$ cat src/rtl/sram_mem_responder.sv
// Data-memory responder for the MEM stage. Each 32-bit load or store becomes
// two 16-bit accesses on an external asynchronous SRAM: the low halfword
// first, then the high halfword. An optional WAIT stretch follows, and then
// a single DONE cycle. The core freezes the whole pipeline while `ready` is
// low, so the request inputs stay stable until DONE.
module sram_mem_responder #(
    parameter int unsigned BASE_ADDR   = 1024, // byte address of SRAM word 0
    parameter int unsigned WAIT_CYCLES = 5,    // freeze cycles per access, >= 3
    parameter int unsigned SRAM_ADDR_W = 18    // SRAM halfword address width, <= 30
) (
    input  logic                   clk,
    input  logic                   rst,
    input  logic                   wr_en,
    input  logic                   rd_en,
    input  logic [31:0]            address,
    input  logic [31:0]            write_data,
    output logic [31:0]            read_data,
    output logic                   ready,
    output logic [SRAM_ADDR_W-1:0] sram_addr,
    output logic [15:0]            sram_dq_out,
    input  logic [15:0]            sram_dq_in,
    output logic                   sram_dq_oe,
    output logic                   sram_we_n,
    output logic                   sram_oe_n,
    output logic                   sram_ce_n,
    output logic                   sram_ub_n,
    output logic                   sram_lb_n
);

    // A 32-bit word is two halfwords, so the word index is one bit narrower
    // than the SRAM halfword address.
    localparam int unsigned WORD_W = SRAM_ADDR_W - 1;
    localparam int unsigned CNT_W  = $clog2(WAIT_CYCLES + 1);

    // LO and HI take two of the freeze cycles. The accept cycle in IDLE takes
    // one more. WAIT covers whatever is left.
    localparam logic [CNT_W-1:0] CNT_INIT = CNT_W'(WAIT_CYCLES - 3);

    typedef enum logic [2:0] {
        S_IDLE,
        S_LO,
        S_HI,
        S_WAIT,
        S_DONE
    } state_t;

    state_t            state;
    state_t            state_nxt;
    logic [CNT_W-1:0]  cnt;
    logic [CNT_W-1:0]  cnt_nxt;

    // Request captured at acceptance. The requester holds its inputs, but
    // the latch keeps the SRAM side independent of what the ALU drives later.
    logic [WORD_W-1:0] word_q;
    logic [31:0]       wdata_q;
    logic              is_write_q;

    logic              req;
    logic [31:0]       offset;
    logic [WORD_W-1:0] word_in;
    logic              unused_offset_bits;

    assign req = wr_en | rd_en;

    // Addresses below BASE_ADDR wrap modulo 2^32 and are not trapped. The
    // byte lane bits [1:0] are ignored, so every access is word aligned.
    assign offset             = address - 32'(BASE_ADDR);
    assign word_in            = offset[SRAM_ADDR_W:2];
    assign unused_offset_bits = ^{offset[31:SRAM_ADDR_W+1], offset[1:0]};

    // The chip and both byte lanes stay enabled. Each access is a full halfword.
    assign sram_ce_n = 1'b0;
    assign sram_ub_n = 1'b0;
    assign sram_lb_n = 1'b0;

    // ready is high with no request in IDLE, and in DONE. A request arriving
    // in IDLE drops ready in the same cycle, so the pipeline freezes at once.
    assign ready = ((state == S_IDLE) && !req) || (state == S_DONE);

    // State register and wait counter.
    always_ff @(posedge clk) begin
        // NOTE: sequential state uses non-blocking assignments only, so every
        // flop samples pre-edge values no matter how the blocks are ordered.
        if (rst) begin
            state <= S_IDLE;
            cnt   <= '0;
        end else begin
            state <= state_nxt;
            cnt   <= cnt_nxt;
        end
    end

    // Capture word address, store data and operation when a request is accepted.
    always_ff @(posedge clk) begin
        if (rst) begin
            word_q     <= '0;
            wdata_q    <= '0;
            is_write_q <= 1'b0;
        end else if ((state == S_IDLE) && req) begin
            word_q     <= word_in;
            wdata_q    <= write_data;
            is_write_q <= wr_en;   // a write wins when both enables are high
        end
    end

    // Load each half of read_data at the edge that ends its SRAM read cycle.
    always_ff @(posedge clk) begin
        if (rst) begin
            read_data <= '0;
        end else if (!is_write_q) begin
            if (state == S_LO) begin
                read_data[15:0] <= sram_dq_in;
            end else if (state == S_HI) begin
                read_data[31:16] <= sram_dq_in;
            end
        end
    end

    // Next-state and wait-counter logic.
    always_comb begin
        // NOTE: every output of this block gets a default before the case,
        // so no path can leave it unassigned and infer a latch.
        state_nxt = state;
        cnt_nxt   = cnt;
        case (state)
            S_IDLE: begin
                if (req) begin
                    state_nxt = S_LO;
                end
            end
            S_LO: begin
                state_nxt = S_HI;
            end
            S_HI: begin
                cnt_nxt = CNT_INIT;
                if (CNT_INIT == '0) begin
                    state_nxt = S_DONE;
                end else begin
                    state_nxt = S_WAIT;
                end
            end
            S_WAIT: begin
                cnt_nxt = cnt - CNT_W'(1);
                if (cnt <= CNT_W'(1)) begin
                    state_nxt = S_DONE;
                end
            end
            S_DONE: begin
                // A request present now waits for the next IDLE cycle.
                state_nxt = S_IDLE;
            end
            default: begin
                state_nxt = S_IDLE;
            end
        endcase
    end

    // SRAM pin control. The pins are active only in LO and HI, and the
    // operation selects either the write strobe or the read strobe.
    always_comb begin
        sram_addr   = '0;
        sram_dq_out = '0;
        sram_dq_oe  = 1'b0;
        sram_we_n   = 1'b1;
        sram_oe_n   = 1'b1;
        case (state)
            S_LO: begin
                sram_addr = {word_q, 1'b0};
                if (is_write_q) begin
                    sram_we_n   = 1'b0;
                    sram_dq_oe  = 1'b1;
                    sram_dq_out = wdata_q[15:0];
                end else begin
                    sram_oe_n = 1'b0;
                end
            end
            S_HI: begin
                sram_addr = {word_q, 1'b1};
                if (is_write_q) begin
                    sram_we_n   = 1'b0;
                    sram_dq_oe  = 1'b1;
                    sram_dq_out = wdata_q[31:16];
                end else begin
                    sram_oe_n = 1'b0;
                end
            end
            default: begin
            end
        endcase
    end

    // The SRAM must never see both strobes low together: that would be
    // bus contention on the shared data lines.
    always_ff @(posedge clk) begin
        if (!rst) begin
            assert (sram_we_n || sram_oe_n);
        end
    end

endmodule

$ cat config.mk
export PLATFORM = sky130hd
export DESIGN_NAME = sram_mem_responder
export DESIGN_NICKNAME = d
export VERILOG_FILES = /design/src/rtl/sram_mem_responder.sv
export SDC_FILE = /design/constraint.sdc
export NUM_CORES = 1
export LEC_CHECK = 0
export CORE_MARGIN = 2
export CORE_UTILIZATION = 46
export DETAILED_ROUTE_END_ITERATION = 7
export PLACE_DENSITY_LB_ADDON = 0.2
export SYNTH_ARGS = -nofsm -noshare
export SYNTH_HDL_FRONTEND = slang
export SYNTH_SLANG_ARGS = --single-unit
$ cat constraint.sdc
create_clock -name clk -period 3.2 [get_ports clk]
set_input_delay 0.48 -clock clk [delete_from_list [all_inputs] [get_ports clk]]
set_output_delay 0.48 -clock clk [all_outputs]
set_load 0.05 [all_outputs]
==> results.md, run 1 <==
* Outcome: complete, no violations
* Yosys synthesis warning count at 0
* Net Switching at 1.18 mW
* CP cell instances: xnor2_1 -> nor2_1 -> buf_4 -> nand2_1 -> clkdlybuf4s50_1
* First-pass GRT wire length at 17200 um
* Syn avg cell area at 7.97 um^2
* Synth Instances at 481
* Internal Pwr Total at 2.12 mW
* 1st-iter DRT viols at 211
* RSZ-0062 raised after global routing: false
* Diodes inserted at 0
* Core Box Area at 8130 um^2
* Critical Path End Type: output port
* Per-cell routed wire length at 15.4 um
* Critical Path Max Stage Delay at 0.80 ns
* Vias in the first global route at 3605
* Antenna Nets Post-Route at 0
* Die Footprint at 9080 um^2
* Critical path data required time at 2.72 ns
* Fin Clk Skew at 0.00870 ns
* Least-Margin Pin Slew at 0.958 ns
* Syn Std Cell Area at 3830 um^2
* Num CTS Buffers at 9
* Final setup vio count at 0
* Most frequent cells in the layout: 100 x clkdlybuf4s50_1, 88 x dfxtp_1, 84 x a21oi_1
* Count of pins over their slew limit at 0
* Critical path type: register to output port
* Port bufs at 138
* Total number of vias at 3852
* Sequential cell area at 1760 um^2
* Nets at 683
* Root buf cell: clkbuf_8
* # IOs at 157
* Cell family with most CP delay: buffers and inverters
* Hpwl dp at 7320 um
* Part of the power in combinational logic at 0.351
* FILL cells at 632
* Worst Path Max Fanout at 15
* Layout cell share with drive strength beyond 1 at 0.131
* Worst IR Drop VDD at 0.319 mV
* Worst endpoint data arrival time at 2.36 ns
* Tot Pwr at 3.30 mW
* Max-cap violations at 0
* Pre-antenna DRT Iters at 5
* Synth Register Bits at 88
* Initial Util at 0.471
* Register area share after synthesis at 0.459
* Hold Path Class: register to register
* Setup ws final at 0.356 ns
* Buf+Inv Stages, Crit Path at 2
* Post-route minimum period at 2.84 ns
* Rel. slew slack at 0.362
* Worst skew pair latency at 0.36 ns
* Resized cells post-CTS at 0
* Clk sink count at 88
* Die H at 95.3 um
* Max Clk Rate at 352 MHz
* Cell Rows at 33
* Library cells used by synthesis at 35
* Startpoint types: register
* TNS Setup at 0 ns
* Die width at 95.3 um
* Vias per cell at 5.45
* Area of the multi-input gates at 1880 um^2
* GR Overflow Total at 0
* Routed WL at 10900 um
* Clock power share at 0.254
* Pwr dens at 567 nW/um^2
* Fin. Hold Viols at 0
* Lkg Pwr at 2.05 nW
* Reg clk slew, reported paths at 0.09 ns
* Most common cell after layout, fill and taps aside: clkdlybuf4s50_1
* CTS tree: built
* Seq pwr share at 0.396
* GPL Wtd Cong at 0.803
* Bufs on Longest Clock Path at 2
* Area added between synthesis and finish at 51.8%
* Slowest-stage cell, CP: clkdlybuf4s50_1
* Htree depth at 3
* Postcts setup bufs at 0
* Final Cycle Share at 0.889
* Total Routing Usage GR at 0.240
* Hold Buf Count CTS at 0
* Pre-CTS setup slack at 0.741 ns
* DRC viols at 0
* Antenna violations before repair at 0
* Sw Ratio at 0.357
* Largest net degree at the start of global routing at 52
[worst reg2reg max path: stages (launching register included)]
cell	delay (ns)
dfxtp_1	0.49
or2_2	0.55
buf_4	0.27
nor2_1	0.49
a311oi_1	0.19
[cell families (layout without fill, tap and decap cells)]
family,after synthesis,after routing,share of synthesized area
compound gates,160,160,0.233
other cells,1,3,0.000978
xor+xnor,4,4,0.00913
buf+inv,52,171,0.0555
flops,88,88,0.459
simple gates,174,174,0.235
fa+ha+maj,2,2,0.00652
[registers in the layout, summed over array words and instances (netlist names)]
signal / flops
word_q: 17
read_data: 32
is_write_q: 1
wdata_q: 32
state: 3
cnt: 3
[power by group through the flow]
stage / registers (mW) / clock network [mW] / logic (mW)
3_5_place_dp: 1.33 / 0 / 1.16
3_3_place_gp: 1.32 / 0 / 1.14
4_1_cts: 1.31 / 0.852 / 1.16
5_1_grt: 1.32 / 0.901 / 1.24
6_report: 1.31 / 0.838 / 1.16
2_1_floorplan: 1.43 / 0 / 0.595
[per-layer routing]
metal	track usage	wire length, um	up-vias	part of all wire
li1	-	-	1901	-
met1	0.319	4730	1783	0.43
met2	0.384	5100	154	0.47
met3	0.0569	921	14	0.084
met4	0.0821	165	0	0.015
met5	0	0	-	0
[Yosys cell counts]
library cell | n | area share
o21bai_1 | 1 | 0.0020
a2111oi_0 | 1 | 0.0023
inv_1 | 5 | 0.0049
conb_1 | 1 | 0.00098
or4_4 | 1 | 0.0029
nand2b_1 | 2 | 0.0033
or3_2 | 2 | 0.0039
o21a_1 | 1 | 0.0020
nor3b_2 | 2 | 0.0065
nand3_1 | 42 | 0.055
nor2b_1 | 18 | 0.029
and2_1 | 18 | 0.029
nor2_1 | 9 | 0.0088
o31ai_1 | 2 | 0.0039
dfxtp_1 | 88 | 0.46
o21ai_0 | 43 | 0.056
xnor2_1 | 4 | 0.0091
a21oi_1 | 84 | 0.11
buf_4 | 3 | 0.0059
o21ba_2 | 1 | 0.0026
o41ai_1 | 1 | 0.0023
nand4b_1 | 2 | 0.0046
a22oi_1 | 16 | 0.031
or4_1 | 2 | 0.0039
clkbuf_1 | 39 | 0.038
nor3b_1 | 3 | 0.0059
a311oi_1 | 5 | 0.011
or2_2 | 1 | 0.0016
nor3_1 | 2 | 0.0026
nor4b_2 | 2 | 0.0078
a211oi_1 | 5 | 0.0098
nand2_1 | 66 | 0.065
ha_1 | 2 | 0.0065
buf_2 | 5 | 0.0065
or4b_2 | 2 | 0.0052
[cell type report]
| type | instances | area share |
|---|---|---|
| well taps | 105 | 0.0226 |
| flip-flops and latches | 88 | 0.303 |
| repair buffers | 150 | 0.311 |
| clock buffers | 9 | 0.0213 |
| multi-input cells | 343 | 0.323 |
| clock inverters | 7 | 0.0165 |
| inverters | 5 | 0.00322 |
[path summary, 6_finish.rpt]
kind	start	end	cells past startpoint	slack [ns]
worst max register to register	state[0]	word_q[15]	4	1.06
worst min-delay path	read_data[25]	read_data[25]	2	0.46
worst max-delay path	state[0]	sram_we_n	5	0.36
worst min register to register	read_data[25]	read_data[25]	2	0.46
[through the flow]
stage          std cells  area (um^2)  utilization  hold WS [ns]
3_3_place_gp         691         5600        0.689         0.442
6_report             707         5820        0.716         0.461
5_1_grt              707         5820        0.716         0.487
4_1_cts              707         5820        0.716         0.465
2_1_floorplan        483         3840            -         0.436
3_5_place_dp         691         5600        0.689         0.449
Note: power is estimated with default switching activity, not from simulation.
==> run 2: changes to the inputs <==
--- a/config.mk
+++ b/config.mk
@@ -5,7 +5,7 @@
 export SDC_FILE = /design/constraint.sdc
 export NUM_CORES = 1
 export LEC_CHECK = 0
-export CORE_MARGIN = 2
+export CORE_MARGIN = 4
 export CORE_UTILIZATION = 46
 export DETAILED_ROUTE_END_ITERATION = 7
 export PLACE_DENSITY_LB_ADDON = 0.2
==> results.md, run 2 (synthesis gave the netlist of run 1 again) <==
* Outcome: complete, no violations
* Vias per cell at 5.44 (-0.13%)
* Die width at 99.3 um (+4.2%)
* Routed WL at 11000 um (+1.0%)
* Vias in the first global route at 3688 (+2.3%)
* Worst skew pair latency at 0.35 ns (about the same)
* Nets at 683 (unchanged)
* Per-cell routed wire length at 15.6 um (+1.0%)
* Hold Path Class: register to register
* Max Clk Rate at 354 MHz (+0.68%)
* Critical Path End Type: output port
* Root buf cell: clkbuf_8
* Num CTS Buffers at 9 (unchanged)
* Die Footprint at 9860 um^2 (+8.6%)
* Clk sink count at 88 (unchanged)
* DRC viols at 0 (unchanged)
* Fin. Hold Viols at 0 (unchanged)
* Area added between synthesis and finish at 51.1%
* Layout cell share with drive strength beyond 1 at 0.131 (unchanged)
* Critical path type: register to output port
* Most common cell after layout, fill and taps aside: clkdlybuf4s50_1
* Pre-CTS setup slack at 0.759 ns (+0.0182 ns)
* Post-route minimum period at 2.83 ns (-0.0192 ns)
* GPL Wtd Cong at 0.862 (+7.4%)
* Diodes inserted at 0 (unchanged)
* RSZ-0062 raised after global routing: false
* Hold Buf Count CTS at 0 (unchanged)
* Reg clk slew, reported paths at 0.09 ns (about the same)
* Least-Margin Pin Slew at 0.929 ns (-0.0290 ns)
* Hold_ws at 0.459 ns (-0.00220 ns)
* Rel. slew slack at 0.381 (+0.0194)
* Count of pins over their slew limit at 0 (unchanged)
* Final Cycle Share at 0.883 (-0.00601)
* Core Box Area at 8180 um^2 (+0.51%)
* Lkg Pwr at 2.03 nW (-1.2%)
* Initial Util at 0.469 (-0.00238)
* Resized cells post-CTS at 0 (unchanged)
* Total Routing Usage GR at 0.220 (-0.0206)
* Total number of vias at 3847 (-0.13%)
* Max-cap violations at 0 (unchanged)
* FILL cells at 680 (+7.6%)
* Final setup vio count at 0 (unchanged)
* Net Switching at 1.20 mW (+1.5%)
* Hpwl dp at 7690 um (+5.1%)
* Critical path data required time at 2.72 ns (about the same)
* Pwr dens at 560 nW/um^2 (-1.3%)
* Cell Rows at 33 (unchanged)
* Port bufs at 138 (unchanged)
* Startpoint types: register
* TNS Setup at 0 ns (unchanged)
* Part of the power in combinational logic at 0.356 (+0.005)
* Postcts setup bufs at 0 (unchanged)
* Htree depth at 3 (unchanged)
* Largest net degree at the start of global routing at 50 (-3.8%)
* First-pass GRT wire length at 17800 um (+3.6%)
* # IOs at 157 (unchanged)
* R2R Setup Slk at 1.12 ns (+0.06 ns)
* Clock power share at 0.242 (-0.012)
* Bufs on Longest Clock Path at 2 (unchanged)
* Antenna Nets Post-Route at 0 (unchanged)
* 1st-iter DRT viols at 147 (-30%)
* GR Overflow Total at 0 (unchanged)
* Setup ws final at 0.375 ns (+0.0192 ns)
* Worst Path Max Fanout at 15 (unchanged)
* Worst endpoint data arrival time at 2.35 ns (about the same)
* Pre-antenna DRT Iters at 7 (+2)
* Sw Ratio at 0.370 (+0.0121)
* Most frequent cells in the layout: 100 x clkdlybuf4s50_1, 88 x dfxtp_1, 84 x a21oi_1
* Antenna violations before repair at 0 (unchanged)
* Internal Pwr Total at 2.04 mW (-3.7%)
* Worst IR Drop VDD at 0.278 mV (-13%)
* Seq pwr share at 0.402 (+0.006)
* CTS tree: built
* Largest regs: read_data: 32 flops, wdata_q: 32 flops, word_q: 17 flops
* Die H at 99.3 um (+4.2%)
* Fin Clk Skew at 0.00928 ns (+0.000581 ns)
run 2: cell count changes in the layout (fill, tap and decap cells not counted):
cell,delta
bufinv_16,-1
buf_12,-1
buf_4,+1
inv_6,+2
clkinv_2,-2
clkinvlp_4,+3
clkinv_4,-2
run 2: worst paths after layout:
check	cells after the start	startpoint	to
min reg2reg	2	read_data[30]	read_data[30]
min	2	read_data[30]	read_data[30]
max	5	state[0]	sram_we_n
max reg2reg	3	state[0]	word_q[14]
run 2: critical path, cell delays in order, from the launching register on:
cell and delay [ns]:
dfxtp_1 0.67, xnor2_1 0.18, nor2_1 0.09, buf_4 0.19
nand2_1 0.07, clkdlybuf4s50_1 0.79
run 2: power by group through the flow:
stage,clock [mW],combinational [mW],sequential [mW]
2_1_floorplan,0,0.595,1.43
3_3_place_gp,0,1.13,1.32
3_5_place_dp,0,1.16,1.33
4_1_cts,0.796,1.16,1.30
5_1_grt,0.832,1.24,1.32
6_report,0.784,1.15,1.30
run 2: through the flow:
step | utilization | power (mW) | cell area [um^2] | cells
floorplan | - | 2.02 | 3840 | 483
global placement | 0.684 | 2.46 | 5590 | 691
detailed placement | 0.684 | 2.48 | 5590 | 691
CTS | 0.709 | 3.26 | 5790 | 707
global route | 0.709 | 3.40 | 5790 | 707
finish | 0.709 | 3.24 | 5790 | 707
run 2: routing by layer:
metal | GRT usage | wire length [um] | vias to the layer above
li1 | - | - | 1906
met1 | 0.294 | 4890 | 1790
met2 | 0.358 | 5230 | 139
met3 | 0.0456 | 775 | 12
met4 | 0.0672 | 123 | 0
met5 | 0 | 0 | -
run 2: final cells by class:
type,instances,area [um^2],share of cell area
multi-input cells,343,1880,0.324
repair buffers,150,1800,0.311
flip-flops and latches,88,1760,0.304
well taps,105,131,0.0227
clock buffers,9,124,0.0214
clock inverters,7,78.8,0.0136
inverters,5,18.8,0.00324
==> edit: new RTL, settings of run 2 <==
The parameter `WAIT_CYCLES` goes from 5 to 4.
--- a/src/rtl/sram_mem_responder.sv
+++ b/src/rtl/sram_mem_responder.sv
@@ -6,5 +6,5 @@
 module sram_mem_responder #(
     parameter int unsigned BASE_ADDR   = 1024, // byte address of SRAM word 0
-    parameter int unsigned WAIT_CYCLES = 5,    // freeze cycles per access, >= 3
+    parameter int unsigned WAIT_CYCLES = 4,    // freeze cycles per access, >= 3
     parameter int unsigned SRAM_ADDR_W = 18    // SRAM halfword address width, <= 30
 ) (
Behaviour: not the same (Yosys sat finds a counterexample within 10 cycles, from zero or initial values and one cycle with rst high).
==> edit against run 2 <==
  * Area after synthesis rose by 1.0%
  * Via count rose by 2.0%
  * Core utilization rose by 0.21 points
  * Register-to-register slack improved by 60 ps
  * Sequential cell count did not move
  * Wire length fell by 0.81%
  * Setup slack got worse by 32 ps
  * Power rose by 1.2%
  * Highest routed layer unchanged
  * Global-route usage fell by 0.43 points
  * Non-clock buffer count did not move
  * Synthesized cell count rose by 0.21%
  * Clock skew rose by 3.3 ps
  * Cell area rose by 0.80%
  * Sequential power barely moved
==> edit: results (changes against run 2) <==
Status
Result of the run: finished, final reports clean (unchanged).

Finish
The fraction of final layout cells with drive strength greater than 1 was 0.1227 (was 0.1312). The count of non-filler cells in the finished layout was 708 (was 707). The number of nets at the end of the flow is 684 (was 683).

The number of filler cells placed in the layout is 664 (was 680).

Synth
The synthesized instance count is 482 (was 481). Cell types occupying the most area after synthesis: sky130_fd_sc_hd__dfxtp_1 (45%), sky130_fd_sc_hd__a21oi_1 (11%), sky130_fd_sc_hd__nand2_1 (6.6%), sky130_fd_sc_hd__o21ai_0 (5.6%), sky130_fd_sc_hd__nand3_1 (5.3%) (was sky130_fd_sc_hd__dfxtp_1 (46%), sky130_fd_sc_hd__a21oi_1 (11%), sky130_fd_sc_hd__nand2_1 (6.5%), sky130_fd_sc_hd__o21ai_0 (5.6%), sky130_fd_sc_hd__nand3_1 (5.5%)). Top cell types by occurrence after synthesis: sky130_fd_sc_hd__dfxtp_1 (88), sky130_fd_sc_hd__a21oi_1 (84), sky130_fd_sc_hd__nand2_1 (68) (was sky130_fd_sc_hd__dfxtp_1 (88), sky130_fd_sc_hd__a21oi_1 (84), sky130_fd_sc_hd__nand2_1 (66)). The count of unique library cells instantiated by Yosys is 40 (was 35).

Power
The power per unit of standard cell area is 562.0 nW/um2 (was 559.8 nW/um2). The largest voltage drop on the vdd net is 0.3015 mV (was 0.2778 mV). The power drawn by the clock network is 0.000863 W (was 0.000784 W). The sequential share of power is 0.397 (was 0.402).

Detailed routing
The routed length on met3 was 863 um (was 775 um). The wire length on met1 is 4.665 mm (was 4.888 mm). The total wire length after detailed routing came to 10.93 mm (was 11.02 mm).

The count of vias placed by the detailed router was 3923 (was 3847). The first-pass iteration count of the detailed router is 4 (was 7). The detailed route wirelength on metal2 came to 5.303 mm (was 5.233 mm).

Floorplan
The initial core utilization came to 0.4714 (was 0.4691).

Placed design
The post-detailed-placement half-perimeter wirelength came to 7.446 mm (was 7.691 mm). The post-place setup slack is 720.1 ps (was 759.1 ps). The total placed cells including tap cells is 692 (was 691).

Global route
The via count of the first global-routing pass came to 3732 (was 3688). The global-route track usage on met3 came to 0.04909 (was 0.04558). The met2 layer usage reported by global route is 0.3617 (was 0.3580). The first-pass GRT wire length came to 17.66 mm (was 17.83 mm). The met1 demand-to-capacity share in global routing came to 0.2782 (was 0.2935).

Worst hold path
The source of the worst hold timing path is read_data[24] (was read_data[30]).

STA
The worst setup skew after layout is 12.56 ps (was 9.285 ps).
==> edit: worst register-to-register path: cells and delay by family (launching register included) <==
kind	cells	cell delay, ps
AND/OR/NAND/NOR	1	970
flip-flops	1	500
AO/OA/AOI/OAI	2	460
==> edit: worst paths after layout <==
kind                         to  slack (ps)
hold / removal    read_data[24]         460
setup reg to reg     word_q[16]        1180
setup / recovery      sram_we_n         340
hold reg to reg   read_data[24]         460
==> edit: final cells by class <==
cell class | instances | share of cell area
inverter | 5 | 0.003214
multi-input combinational | 344 | 0.3257
tap | 105 | 0.02250
clock inverter | 7 | 0.01714
timing repair buffer | 150 | 0.3085
sequential | 88 | 0.3017
clock buffer | 9 | 0.02121
==> edit: kinds of logic after synthesis <==
kind of cell | share of synthesized area
simple gates | 0.2387
flops | 0.4548
fa+ha+maj | 0.006459
other cells | 0.0009681
buf+inv | 0.05911
xor+xnor | 0.009043
compound gates | 0.2309
